$ cat src/rtl/reaction_timer_core.sv
// -----------------------------------------------------------------------------
// reaction_timer_core
//
// Reaction-timer game core. The player presses start, waits through a randomised
// arming delay, then reacts as quickly as possible. The reaction time is counted
// in milliseconds with a saturating BCD counter. The core keeps the best (lowest)
// score and punishes a premature press with a FOUL display.
//
// Ports
//   clk          system clock
//   reset        synchronous, active-high; returns every register to idle values
//   key_n[1:0]   active-low buttons, asynchronous: [0] start/react, [1] clear best
//   ledr         LED bar: all on while timing, new-best flag in SCORE,
//                alternating pattern in FOUL
//   hex          packed active-low seven-segment digits; digit i at [8i+7:8i],
//                bit 7 = DP (always off), bits 6:0 = g..a
//   state_code   current FSM state: 0 IDLE, 1 ARMED, 2 TIMING, 3 SCORE,
//                4 BEST, 5 FOUL
//   score        last latched reaction time, packed BCD
//   score_valid  one-cycle pulse on the edge that latches score
//   best_valid   the best-score register holds a score
// -----------------------------------------------------------------------------
module reaction_timer_core #(
    parameter int TICK_DIV     = 50000,
    parameter int DIGITS       = 3,
    parameter int MIN_DELAY_MS = 1000,
    parameter int RAND_BITS    = 11,
    parameter int SHOW_MS      = 3000,
    parameter int LED_W        = 10
) (
    input  logic                clk,
    input  logic                reset,
    input  logic [1:0]          key_n,
    output logic [LED_W-1:0]    ledr,
    output logic [8*DIGITS-1:0] hex,
    output logic [2:0]          state_code,
    output logic [4*DIGITS-1:0] score,
    output logic                score_valid,
    output logic                best_valid
);

    localparam int DIV_W  = (TICK_DIV > 2) ? $clog2(TICK_DIV) : 1;
    localparam int DLY_W  = $clog2(MIN_DELAY_MS + (1 << RAND_BITS));
    localparam int SHOW_W = $clog2(SHOW_MS + 1);
    localparam int BCD_W  = 4 * DIGITS;

    localparam logic [DIV_W-1:0]  DIV_LAST  = DIV_W'(TICK_DIV - 1);
    localparam logic [SHOW_W-1:0] SHOW_LAST = SHOW_W'(SHOW_MS - 1);
    localparam logic [BCD_W-1:0]  ALL_NINES = {DIGITS{4'h9}};
    localparam logic [7:0]        SEG_BLANK = 8'hFF;
    localparam logic [7:0]        SEG_DASH  = 8'hBF;

    typedef enum logic [2:0] {
        IDLE   = 3'd0,
        ARMED  = 3'd1,
        TIMING = 3'd2,
        SCORE  = 3'd3,
        BEST   = 3'd4,
        FOUL   = 3'd5
    } state_t;

    state_t state, state_next;

    logic [1:0]        s1, s2, s3;
    logic [1:0]        press;
    logic [DIV_W-1:0]  div;
    logic              tick;
    logic [15:0]       lfsr;
    logic [DLY_W-1:0]  delay;
    logic [SHOW_W-1:0] show_cnt;
    logic [BCD_W-1:0]  cnt;
    logic [BCD_W-1:0]  score_next;
    logic [BCD_W-1:0]  best;
    logic              new_best;

    // Strobes decoded alongside the next-state logic
    logic load_delay;
    logic enter_timing;
    logic div_clear;
    logic latch_score;
    logic clear_best;

    // Saturating packed-BCD increment: all-nines stays all-nines.
    function automatic logic [BCD_W-1:0] bcd_inc(input logic [BCD_W-1:0] v);
        logic [BCD_W-1:0] r;
        logic             carry;
        r     = v;
        carry = 1'b1;
        if (v != ALL_NINES) begin
            for (int i = 0; i < DIGITS; i++) begin
                if (carry) begin
                    if (v[4*i +: 4] == 4'd9) begin
                        r[4*i +: 4] = 4'd0;
                    end else begin
                        r[4*i +: 4] = v[4*i +: 4] + 4'd1;
                        carry       = 1'b0;
                    end
                end
            end
        end
        return r;
    endfunction

    // Active-low segment pattern, DP off; non-decimal codes show blank.
    function automatic logic [7:0] seg(input logic [3:0] d);
        logic [7:0] s;
        case (d)
            4'd0:    s = 8'hC0;
            4'd1:    s = 8'hF9;
            4'd2:    s = 8'hA4;
            4'd3:    s = 8'hB0;
            4'd4:    s = 8'h99;
            4'd5:    s = 8'h92;
            4'd6:    s = 8'h82;
            4'd7:    s = 8'hF8;
            4'd8:    s = 8'h80;
            4'd9:    s = 8'h90;
            default: s = SEG_BLANK;
        endcase
        return s;
    endfunction

    // Falling edge of the synchronised key: a held key yields one press only.
    assign press      = s3 & ~s2;
    assign tick       = (div == DIV_LAST);
    // A press coinciding with a tick includes that tick's increment.
    assign score_next = tick ? bcd_inc(cnt) : cnt;
    assign state_code = state;

    always_ff @(posedge clk) begin
        if (reset) begin
            state <= IDLE;
        end else begin
            state <= state_next;
        end
    end

    always_comb begin
        state_next   = state;
        load_delay   = 1'b0;
        enter_timing = 1'b0;
        latch_score  = 1'b0;
        clear_best   = 1'b0;
        hex          = {DIGITS{SEG_BLANK}};
        ledr         = '0;

        case (state)
            IDLE: begin
                if (press[0]) state_next = ARMED;
            end
            ARMED: begin
                // A press always wins over the expiring tick: that is a false start.
                if (press[0])                          state_next = FOUL;
                else if (tick && delay == DLY_W'(1))   state_next = TIMING;
            end
            TIMING: begin
                ledr = '1;
                for (int i = 0; i < DIGITS; i++) hex[8*i +: 8] = seg(cnt[4*i +: 4]);
                if (press[0]) begin
                    state_next  = SCORE;
                    latch_score = 1'b1;
                end
            end
            SCORE: begin
                ledr[0] = new_best;
                for (int i = 0; i < DIGITS; i++) hex[8*i +: 8] = seg(score[4*i +: 4]);
                if (press[0] || (tick && show_cnt == SHOW_LAST)) state_next = BEST;
            end
            BEST: begin
                for (int i = 0; i < DIGITS; i++)
                    hex[8*i +: 8] = best_valid ? seg(best[4*i +: 4]) : SEG_DASH;
                if (press[1]) begin
                    state_next = IDLE;
                    clear_best = 1'b1;
                end else if (press[0]) begin
                    state_next = ARMED;
                end
            end
            FOUL: begin
                hex = {DIGITS{SEG_DASH}};
                for (int i = 0; i < LED_W; i++) ledr[i] = ~i[0];
                if (tick && show_cnt == SHOW_LAST) state_next = IDLE;
            end
            default: state_next = IDLE;
        endcase

        if (state_next == ARMED  && state != ARMED)  load_delay   = 1'b1;
        if (state_next == TIMING && state != TIMING) enter_timing = 1'b1;
        div_clear = (state_next != state) &&
                    (state_next == ARMED || state_next == TIMING ||
                     state_next == SCORE || state_next == FOUL);
    end

    always_ff @(posedge clk) begin
        if (reset) begin
            s1          <= 2'b11;
            s2          <= 2'b11;
            s3          <= 2'b11;
            div         <= '0;
            lfsr        <= 16'hACE1;
            delay       <= '0;
            show_cnt    <= '0;
            cnt         <= '0;
            score       <= '0;
            score_valid <= 1'b0;
            best        <= '0;
            best_valid  <= 1'b0;
            new_best    <= 1'b0;
        end else begin
            s1 <= key_n;
            s2 <= s1;
            s3 <= s2;

            // Fibonacci LFSR, taps 16,14,13,11; free-running so the arming
            // delay depends on when the player presses.
            lfsr <= {lfsr[14:0], lfsr[15] ^ lfsr[13] ^ lfsr[12] ^ lfsr[10]};

            if (div_clear || tick) div <= '0;
            else                   div <= div + DIV_W'(1);

            if (load_delay)
                delay <= DLY_W'(MIN_DELAY_MS) + DLY_W'(lfsr[RAND_BITS-1:0]);
            else if (state == ARMED && tick)
                delay <= delay - DLY_W'(1);

            if (div_clear)
                show_cnt <= '0;
            else if (tick && (state == SCORE || state == FOUL))
                show_cnt <= show_cnt + SHOW_W'(1);

            if (enter_timing)
                cnt <= '0;
            else if (state == TIMING && tick)
                cnt <= bcd_inc(cnt);

            score_valid <= latch_score;
            if (latch_score) begin
                score <= score_next;
                // Packed BCD orders the same as the decimal value it encodes.
                if (!best_valid || score_next < best) begin
                    best       <= score_next;
                    best_valid <= 1'b1;
                    new_best   <= 1'b1;
                end else begin
                    new_best   <= 1'b0;
                end
            end else if (clear_best) begin
                best       <= '0;
                best_valid <= 1'b0;
            end
        end
    end

endmodule

$ cat config.mk
export PLATFORM = sky130hd
export DESIGN_NAME = reaction_timer_core
export DESIGN_NICKNAME = d
export VERILOG_FILES = /design/src/rtl/reaction_timer_core.sv
export SDC_FILE = /design/constraint.sdc
export NUM_CORES = 1
export LEC_CHECK = 0
export CELL_PAD_IN_SITES_DETAIL_PLACEMENT = 2
export CELL_PAD_IN_SITES_GLOBAL_PLACEMENT = 2
export CORE_MARGIN = 2
export CORE_UTILIZATION = 35
export DETAILED_ROUTE_END_ITERATION = 8
export GPL_TIMING_DRIVEN = 0
export PLACE_DENSITY_LB_ADDON = 0.1
export SETUP_SLACK_MARGIN = 0.15
export SYNTH_ARGS = -nofsm -noshare
export SYNTH_HDL_FRONTEND = slang
export SYNTH_SLANG_ARGS = --single-unit
$ cat constraint.sdc
create_clock -name clk -period 8.6 [get_ports clk]
set_clock_uncertainty 0.2 [all_clocks]
set_input_delay 2.58 -clock clk [delete_from_list [all_inputs] [get_ports clk]]
set_output_delay 2.58 -clock clk [all_outputs]
set_load 0.01 [all_outputs]
# Yosys cells after proc, flatten, opt, wreduce, memory -nomap -nowiden

Memory sizes are Yosys's and may differ from the RTL's. A register that Yosys moved wholly into a read port is not among the register bits.
Cells that the tools add are included.

Register bits: 104
Memory bits (read-only): 1,008
Output and inout bits: 51
Word-level logic and storage cells: 152
Memories: 9

Memories:

| memory           | words | width | rd ports | clocked after Yosys merged registers in | wr ports | line | text |
|---|---|---|---|---|---|---|---|
| (name not given) | 16    | 7     | 1        | 1                                       | 0        | 107  | `case (d)` |
| (name not given) | 16    | 7     | 1        | 1                                       | 0        | 107  |  |
| (name not given) | 16    | 7     | 1        | 1                                       | 0        | 107  |  |
| (name not given) | 16    | 7     | 1        | 1                                       | 0        | 107  |  |
| (name not given) | 16    | 7     | 1        | 1                                       | 0        | 107  |  |
| (name not given) | 16    | 7     | 1        | 1                                       | 0        | 107  |  |
| 3 more memories  | -     | -     | -        | -                                       | -        | -    |  |

Add/sub/neg operators: 7
Order comparisons: 1
Eq/ne operators: 20
Multiplexer cells: 67
Bitwise gates (word level): 5
Reduce and logical (&&, ||, !) cells: 27

Operators by type and width:

| cell                                                                 | number |
|---|---|
| 24-bit case mux with 4 select lines                                  | 1 |
| 4-bit 2-to-1 mux                                                     | 23 |
| 12-bit 2-to-1 mux                                                    | 7 |
| 8-bit 2-to-1 mux                                                     | 3 |
| 1-bit 2-to-1 mux                                                     | 23 |
| 3-bit 2-to-1 mux                                                     | 7 |
| 3-bit case mux with 6 select lines                                   | 1 |
| 9-bit case mux with 2 select lines                                   | 1 |
| 16-bit by 1-bit adder with 16-bit output, second input constant      | 1 |
| 16-bit == test, second input constant                                | 1 |
| 10-bit by 11-bit adder with 12-bit output, first input constant      | 1 |
| 12-bit by 1-bit adder with 12-bit output, second input constant      | 1 |
| 4-bit by 1-bit adder with 4-bit output, second input constant        | 3 |
| 12-bit by 1-bit == test with 1-bit output, second input constant     | 1 |
| 12-bit == test, second input constant                                | 1 |
| 3-bit by 2-bit == test with 1-bit output, second input constant      | 4 |
| 4-bit == test, second input constant                                 | 3 |
| 12-bit less-than comparator                                          | 1 |
| 12-bit != test, second input constant                                | 1 |
| 12-bit by 1-bit subtractor with 12-bit output, second input constant | 1 |
| 3-bit == test, second input constant                                 | 3 |
| 1-bit logical AND                                                    | 8 |
| 2-bit OR reduction                                                   | 4 |
| 1-bit logical OR                                                     | 7 |
| other kinds (14)                                                     | 20 |

# Depth between registers and ports, before layout

Gate-level depths: netlist of run 1.

Depth in word-level cells: 18
Depth in mapped cells: 23

# Worst setup path before layout of run 1

OpenSTA, ideal clock, no wires.

Path kind: reg2out
Start: reg state[2], in the netlist state_code[2]
End: out hex[0]
Data arrival time: 1.900 ns
Slack: 3.920 ns
Stages on the path, launching flop included: 9
Cells stage by stage: dfxtp_1 clkbuf_1 or3b_1 buf_2 inv_1 buf_4 clkbuf_1 nand2_1 nand4_1

Longest elaborated chain between the ends: 2
Elaborated cells between the ends (all ways): 5
Those cells by class: eq/ne (4); mux (1)

RTL lines:

| what                                                                             | line | text |
|---|---|---|
| start: declaration                                                               | 62   | `state_t state, state_next;` |
| start signal: assignment                                                         | 134  | `state <= state_next;` |
| 3-bit == test / 3-bit by 2-bit == test with 1-bit output (equally long branches) | 147  | `case (state)` |
| 24-bit case mux with 4 select lines *                                            | 147  |  |
| end: declaration                                                                 | 35   | `output logic [8*DIGITS-1:0] hex,` |

Every way passes the cells marked *; elsewhere a longest branch is shown, timed or not.

==> flow_summary.yaml, run 1 <==
run_status:
  status: "finished clean"
die:
  io_pins: 55
  core_area_um2: 26210
  initial_utilization_pct: 35.75
  dieHeight_um: 167.6
  num_rows: 59
  dieArea_um2: 28090
  fp.dieW_um: 167.6
layout:
  nets: 1247
  final_cell_area_um2: 10910
  fin_cells: 1523
  areaGrowthSynthToFinish_pct: 16.44
  insertedDiodeCount: 0
  utilization_pct: 41.63
  drive_above_1_share_pct: 10.44
synth:
  async_flop_share_pct: 0
  synth.area.top_cells: "dfxtp_1 (36%), ha_1 (9.1%), nor2_1 (4.2%), nand2_1 (3.9%), o21ai_0 (3.5%)"
  synth_flop_cell: "dfxtp_1"
  netlist_top_cells_count: "dfxtp_1 (167), nor2_1 (104), nand2_1 (97), ha_1 (68)"
  synthDistinctLibCells: 93
  synth_cells: 1103
  synth_seq_cells: 167
  synth.largest_area_cell: "dfxtp_1"
  synth.most_common_cell: "dfxtp_1"
  synth_edf_count: 0
  yosysWarnings: 0
  seq_area_frac_synth_pct: 35.68
  syn_avg_cell_area_um2: 8.494
  synth_area_um2: 9369
  yosysTopAreaCellShare_pct: 35.68
timing:
  setup_viol: 0
  fin_setup_tns_ps: 0
  max_freq_mhz: 152.4
  worst_slew_pin_slew_ps: 1146
  fin_crit_sh_pct: 76.32
  hold_viol: 0
  period_minus_slack_ps: 6564
  finalMaxSlewViolations: 0
  slew_headroom_pct: 23.59
  rsz0062_at_grt: "no"
setup_path:
  startpoint_type: "register"
  cp_slowest_cell: "nor3_1"
  path_max_fanout: 10
  reg2reg_slack_ps: 2040
  crit_path_end_kind: "register"
  crit-reg2reg-launch: "cnt[0]$_SDFFE_PP0P_"
  worstSetupPathDepth: 19
  worstPathRequired_ps: 8750
  arrival_ps: 6710
  path_cells: "ha_1, nand3b_1, nor3_1, o31ai_1, a22oi_1, inv_1, ha_1, o211a_1, o21ai_0, o31ai_4, o31ai_2, o21ai_4, buf_6, nand2_2, a31oi_1, or2_2, ha_1, o311ai_0, o2bb2ai_1"
  cp_top_family: "compound AO/OA/AOI/OAI gates"
  r2r_cells: 19
  worstSetupPathType: "reg2reg"
  crit_start: "cnt[0]$_SDFFE_PP0P_"
  path_common_cell: "ha_1"
  crit_buf_inv: 2
  cp_slowest_stage_delay_ps: 630
clocking:
  clkSlewWorstSetupHoldPaths_ps: 80
  cts-hold-fix-buffers: 0
  clockBufferDepth: 2
  clk_latency_ps: 460
  postCtsSetupRepairBufs: 0
  clock-root-buffer: "clkbuf_16"
  cts-htree-levels: 4
  clock_sinks: 167
  cts_resized: 0
  cts_tree: "yes"
  cts_made_buffers: 17
placed_design:
  post_dp_cell_area_um2: 10310
  numPortBuffers: 51
  dpl.hpwl_um: 24660
  dp_cells: 1491
  gp_congestion: 0.8409
route:
  drt-initial-drc-count: 575
  drc: 0
  vias: 8266
  vias_per_cell: 5.427
  drt-wirelength-per-cell_um: 21.48
  routed_wl_um: 32710
  first_pass_iters: 5
  drtAntennaViolNets: 0
hold_path:
  min_from: "s1[0]$_SDFF_PP1_"
  hold_path.class: "reg2reg"
grt:
  grt_pass1_wl_um: 51860
  grt_antenna_before_repair: 0
  grt_busiest_layer: "met2"
  first_global_vias: 8845
  grt_start_max_net_pins: 19
  use_met1_pct: 32.90
  grt_use_total_pct: 23.82
  use_met3_pct: 3.285
  globalRoute.totalOverflow: 0
  use_met2_pct: 39.53
power:
  powerDensity_nw_per_um2: 160.1
  p_leak_nw: 4.069
  total_power_mw: 1.747
  worst_ir_drop_vdd_mv: 0.1073
run:
  cap_violations: 0
## worst min-delay path by stage
stage / end / cells past startpoint
2_1_floorplan: lfsr[15]$_SDFF_PP1_ / 1
3_3_place_gp: lfsr[15]$_SDFF_PP1_ / 1
3_5_place_dp: s2[1]$_SDFF_PP1_ / 1
4_1_cts: s2[1]$_SDFF_PP1_ / 1
5_1_grt: s2[0]$_SDFF_PP1_ / 1
6_report: s2[0]$_SDFF_PP1_ / 1
## worst register-to-register path: stages, from the launching register on
cell	delay [ps]
dfxtp_1	540
ha_1	300
nand3b_1	360
nor3_1	630
o31ai_1	190
a22oi_1	630
inv_1	110
ha_1	310
o211a_1	220
o21ai_0	340
o31ai_4	220
o31ai_2	500
o21ai_4	190
buf_6	220
nand2_2	170
a31oi_1	170
or2_2	360
ha_1	240
o311ai_0	370
o2bb2ai_1	200
## area by class of cell
type                    instances  area [um^2]
clock inverters                15        177.7
flip-flops and latches        167         3343
fillers                      2930        15300
plain buffers                  65        355.3
multi-input cells             806         5426
clock buffers                  17        425.4
repair buffers                 51        510.5
inverters                      67        251.5
well taps                     335        419.2
## per-layer routing
layer	up-vias	share of wire, %
met3	31	2.7
met5	-	0
li1	3975	-
met2	105	47
met4	0	1.3
met1	4155	49
## cells by family after synthesis
family | Yosys count | share of synthesized area [%]
xor gates and xnor gates | 51 | 4.768
DFF | 167 | 35.68
muxes | 28 | 3.098
buffers and inverters | 132 | 6.477
AOI/OAI and AO/OA | 239 | 17.64
adders and majority gates | 68 | 9.081
and+or+nand+nor | 417 | 23.21
other | 1 | 0.04003
## through the flow
step / setup slack, ps / hold slack [ps]
after global routing: 1731 / 247.5
after CTS: 2141 / 228.2
after detailed placement: 1921 / 207.9
after floorplan: 3920 / 189.5
after global placement: 1952 / 191.7
final: 2036 / 223.4
## power by group
group          leakage, nW  switching (mW)  total (mW)  internal, mW
sequential            1.35          0.0177       0.809         0.791
combinational         2.43          0.0799       0.133        0.0529
clock                0.290           0.388       0.805         0.417
total                 4.07           0.485        1.75          1.26
## cells in the final DEF (no fill, tap or decap), types with 6 or more instances in the layout
cell type / count
nor4_1: 7
buf_2: 14
inv_1: 65
nand3_1: 30
nand2_1: 97
nor3_1: 29
a22oi_1: 7
dfxtp_1: 167
xor2_1: 21
and2_1: 14
mux2i_1: 22
or3_1: 7
nand3b_1: 7
nor2_1: 104
and3_1: 9
nand4_1: 28
a21o_1: 6
a21oi_1: 62
buf_6: 6
or2_2: 18
a31oi_1: 12
xnor2_1: 30
nand2b_1: 13
ha_1: 68
a211oi_1: 13
clkbuf_16: 17
clkdlybuf4s50_1: 51
o21ai_0: 65
buf_4: 13
nor2b_1: 17
clkbuf_1: 29
No activity file was read; power rests on OpenSTA's default activity.
==> run 2, diff against run 1 <==
clock period = 6.4 ns   (was 8.6 ns; I/O delays follow)
==> flow_summary.yaml, run 2 (same netlist as run 1, synthesis figures left out) <==
run_status:
  status: "finished clean"
die:
  io_pins: 55
  dieArea_um2: 28090
  initial_utilization_pct: 35.75
  num_rows: 59
  fp.dieW_um: 167.6
  dieHeight_um: 167.6
  core_area_um2: 26210
setup_path:
  reg2reg_slack_ps: 370
  crit_path_end_kind: "register"
  crit_start: "cnt[0]$_SDFFE_PP0P_"
  cp_slowest_cell: "dfxtp_1"
  r2r_cells: 19
  worstPathRequired_ps: 6550
  crit-reg2reg-launch: "cnt[0]$_SDFFE_PP0P_"
  crit_buf_inv: 3
  cp_slowest_stage_delay_ps: 540
  worstSetupPathType: "reg2reg"
  worstSetupPathDepth: 19
  cp_top_family: "compound AO/OA/AOI/OAI gates"
  path_common_cell: "ha_1"
  arrival_ps: 6180
  startpoint_type: "register"
  path_max_fanout: 10
  path_cells: "ha_1, and3b_1, clkbuf_1, nand3_1, a31oi_2, inv_1, ha_1, o211a_1, o21ai_0, o31ai_4, o31ai_4, o21ai_4, buf_6, nand2_2, a31oi_1, or2_2, ha_1, o311ai_0, o2bb2ai_1"
route:
  drt-initial-drc-count: 496
  vias: 8307
  first_pass_iters: 4
  drt-wirelength-per-cell_um: 21.55
  routed_wl_um: 32970
  drc: 0
  vias_per_cell: 5.429
  drtAntennaViolNets: 0
power:
  seqPwrFrac_pct: 46.3
  pwr-share-clk_pct: 46.1
  total_power_mw: 2.350
  worst_ir_drop_vdd_mv: 0.1443
  p_leak_nw: 4.119
  p_sw_share_pct: 27.85
  powerDensity_nw_per_um2: 213.6
  p_sw_uw: 654.4
  p_int_mw: 1.695
  pwr-share-comb_pct: 7.6
grt:
  grt_antenna_before_repair: 0
  globalRoute.totalOverflow: 0
  first_global_vias: 8838
  grt_use_total_pct: 23.83
  grt_pass1_wl_um: 51870
  grt_start_max_net_pins: 19
layout:
  drive_above_1_share_pct: 11.38
  nets: 1254
  final_common_cell: "dfxtp_1"
  areaGrowthSynthToFinish_pct: 17.43
  layout_common_cells: "dfxtp_1 (167), nor2_1 (104), nand2_1 (97)"
  utilization_pct: 41.98
  insertedDiodeCount: 0
timing:
  max_freq_mhz: 165.9
  hold_viol: 0
  slew_headroom_pct: 25.00
  worst_slew_pin_slew_ps: 1125
  setup_viol: 0
  fin_crit_sh_pct: 94.20
  rsz0062_at_grt: "no"
  finalMaxSlewViolations: 0
  fin_setup_tns_ps: 0
  period_minus_slack_ps: 6029
clocking:
  clock_sinks: 167
  cts-htree-levels: 4
  cts_tree: "yes"
  clkSlewWorstSetupHoldPaths_ps: 80
  clk_latency_ps: 460
  cts-hold-fix-buffers: 0
  cts_made_buffers: 17
  clock-root-buffer: "clkbuf_16"
  clockBufferDepth: 2
placed_design:
  numPortBuffers: 51
  dpl.hpwl_um: 24660
  gp_congestion: 0.8409
hold_path:
  hold_path.class: "reg2reg"
run:
  cap_violations: 0
==> run 2: metal layers <==
metal  global-route usage, %  up-vias  wire [um]
li1                        -     3995          -
met1                   32.85     4174      16140
met2                   39.78      110      15510
met3                   3.285       28        909
met4                   5.066        0        404
met5                       0        -          0
==> run 2: area by class of cell <==
class	instances	area [um^2]
flip-flops and latches	167	3343
inverters	67	251.5
repair buffers	58	563.0
plain buffers	65	355.3
well taps	335	419.2
multi-input cells	806	5466
fillers	2933	15200
clock inverters	15	177.7
clock buffers	17	425.4
==> run 2: repair_timing <==
| action | CTS | global route |
|---|---|---|
| endpoints found under the setup margin | 7 | 14 |
| resized for setup | 2 | 5 |
| buffers inserted | 0 | 7 |
| cloned | 0 | 0 |
| hold endpoints to repair | 0 | 0 |
| pin swaps | 0 | 1 |
==> run 2: power groups by stage <==
stage                     Clock, mW  Sequential [mW]  Combinational, mW
after floorplan                   0             1.10              0.121
after global placement            0             1.11              0.175
after detailed placement          0             1.11              0.181
after CTS                      1.10             1.09              0.182
after global routing           1.15             1.09              0.200
final                          1.08             1.09              0.178
==> run 2: metrics by stage <==
| stage | cells | setup slack (ps) | hold WS [ps] | instance area, um^2 |
|---|---|---|---|---|
| finish | 1530 | 371.4 | 223.8 | 11000 |
| global route | 1530 | 144.6 | 247.5 | 11000 |
| CTS | 1523 | 159.9 | 228.2 | 10920 |
| detailed placement | 1491 | 4.710 | 207.9 | 10310 |
| global placement | 1491 | 0.8562 | 191.7 | 10310 |
| floorplan | 1105 | 1763 | 189.5 | 9376 |
==> run 2: worst register-to-register path: stages (launching register included) <==
cell and delay [ps]:
dfxtp_1 540, ha_1 320, and3b_1 190, clkbuf_1 360
nand3_1 340, a31oi_2 480, inv_1 100, ha_1 290
o211a_1 300, o21ai_0 330, o31ai_4 240, o31ai_4 360
o21ai_4 170, buf_6 220, nand2_2 180, a31oi_1 170
or2_2 360, ha_1 230, o311ai_0 370, o2bb2ai_1 200
==> run 2: how the worst min path moves through the flow <==
stage               slack, ps  depth (start not counted)                   to           startpoint
floorplan                 190                          1  lfsr[15]$_SDFF_PP1_  lfsr[14]$_SDFF_PP0_
global placement          190                          1  lfsr[15]$_SDFF_PP1_  lfsr[14]$_SDFF_PP0_
detailed placement        210                          1     s2[1]$_SDFF_PP1_     s1[1]$_SDFF_PP1_
CTS                       230                          1     s2[1]$_SDFF_PP1_     s1[1]$_SDFF_PP1_
global route              250                          1     s2[0]$_SDFF_PP1_     s1[0]$_SDFF_PP1_
finish                    220                          1     s2[0]$_SDFF_PP1_     s1[0]$_SDFF_PP1_
==> run 3, diff against run 2 <==
SLEW_MARGIN = 20   (was default)
==> results of run 3 <==
Same layout as run 2: the final DEF is identical, and so are final timing and power.
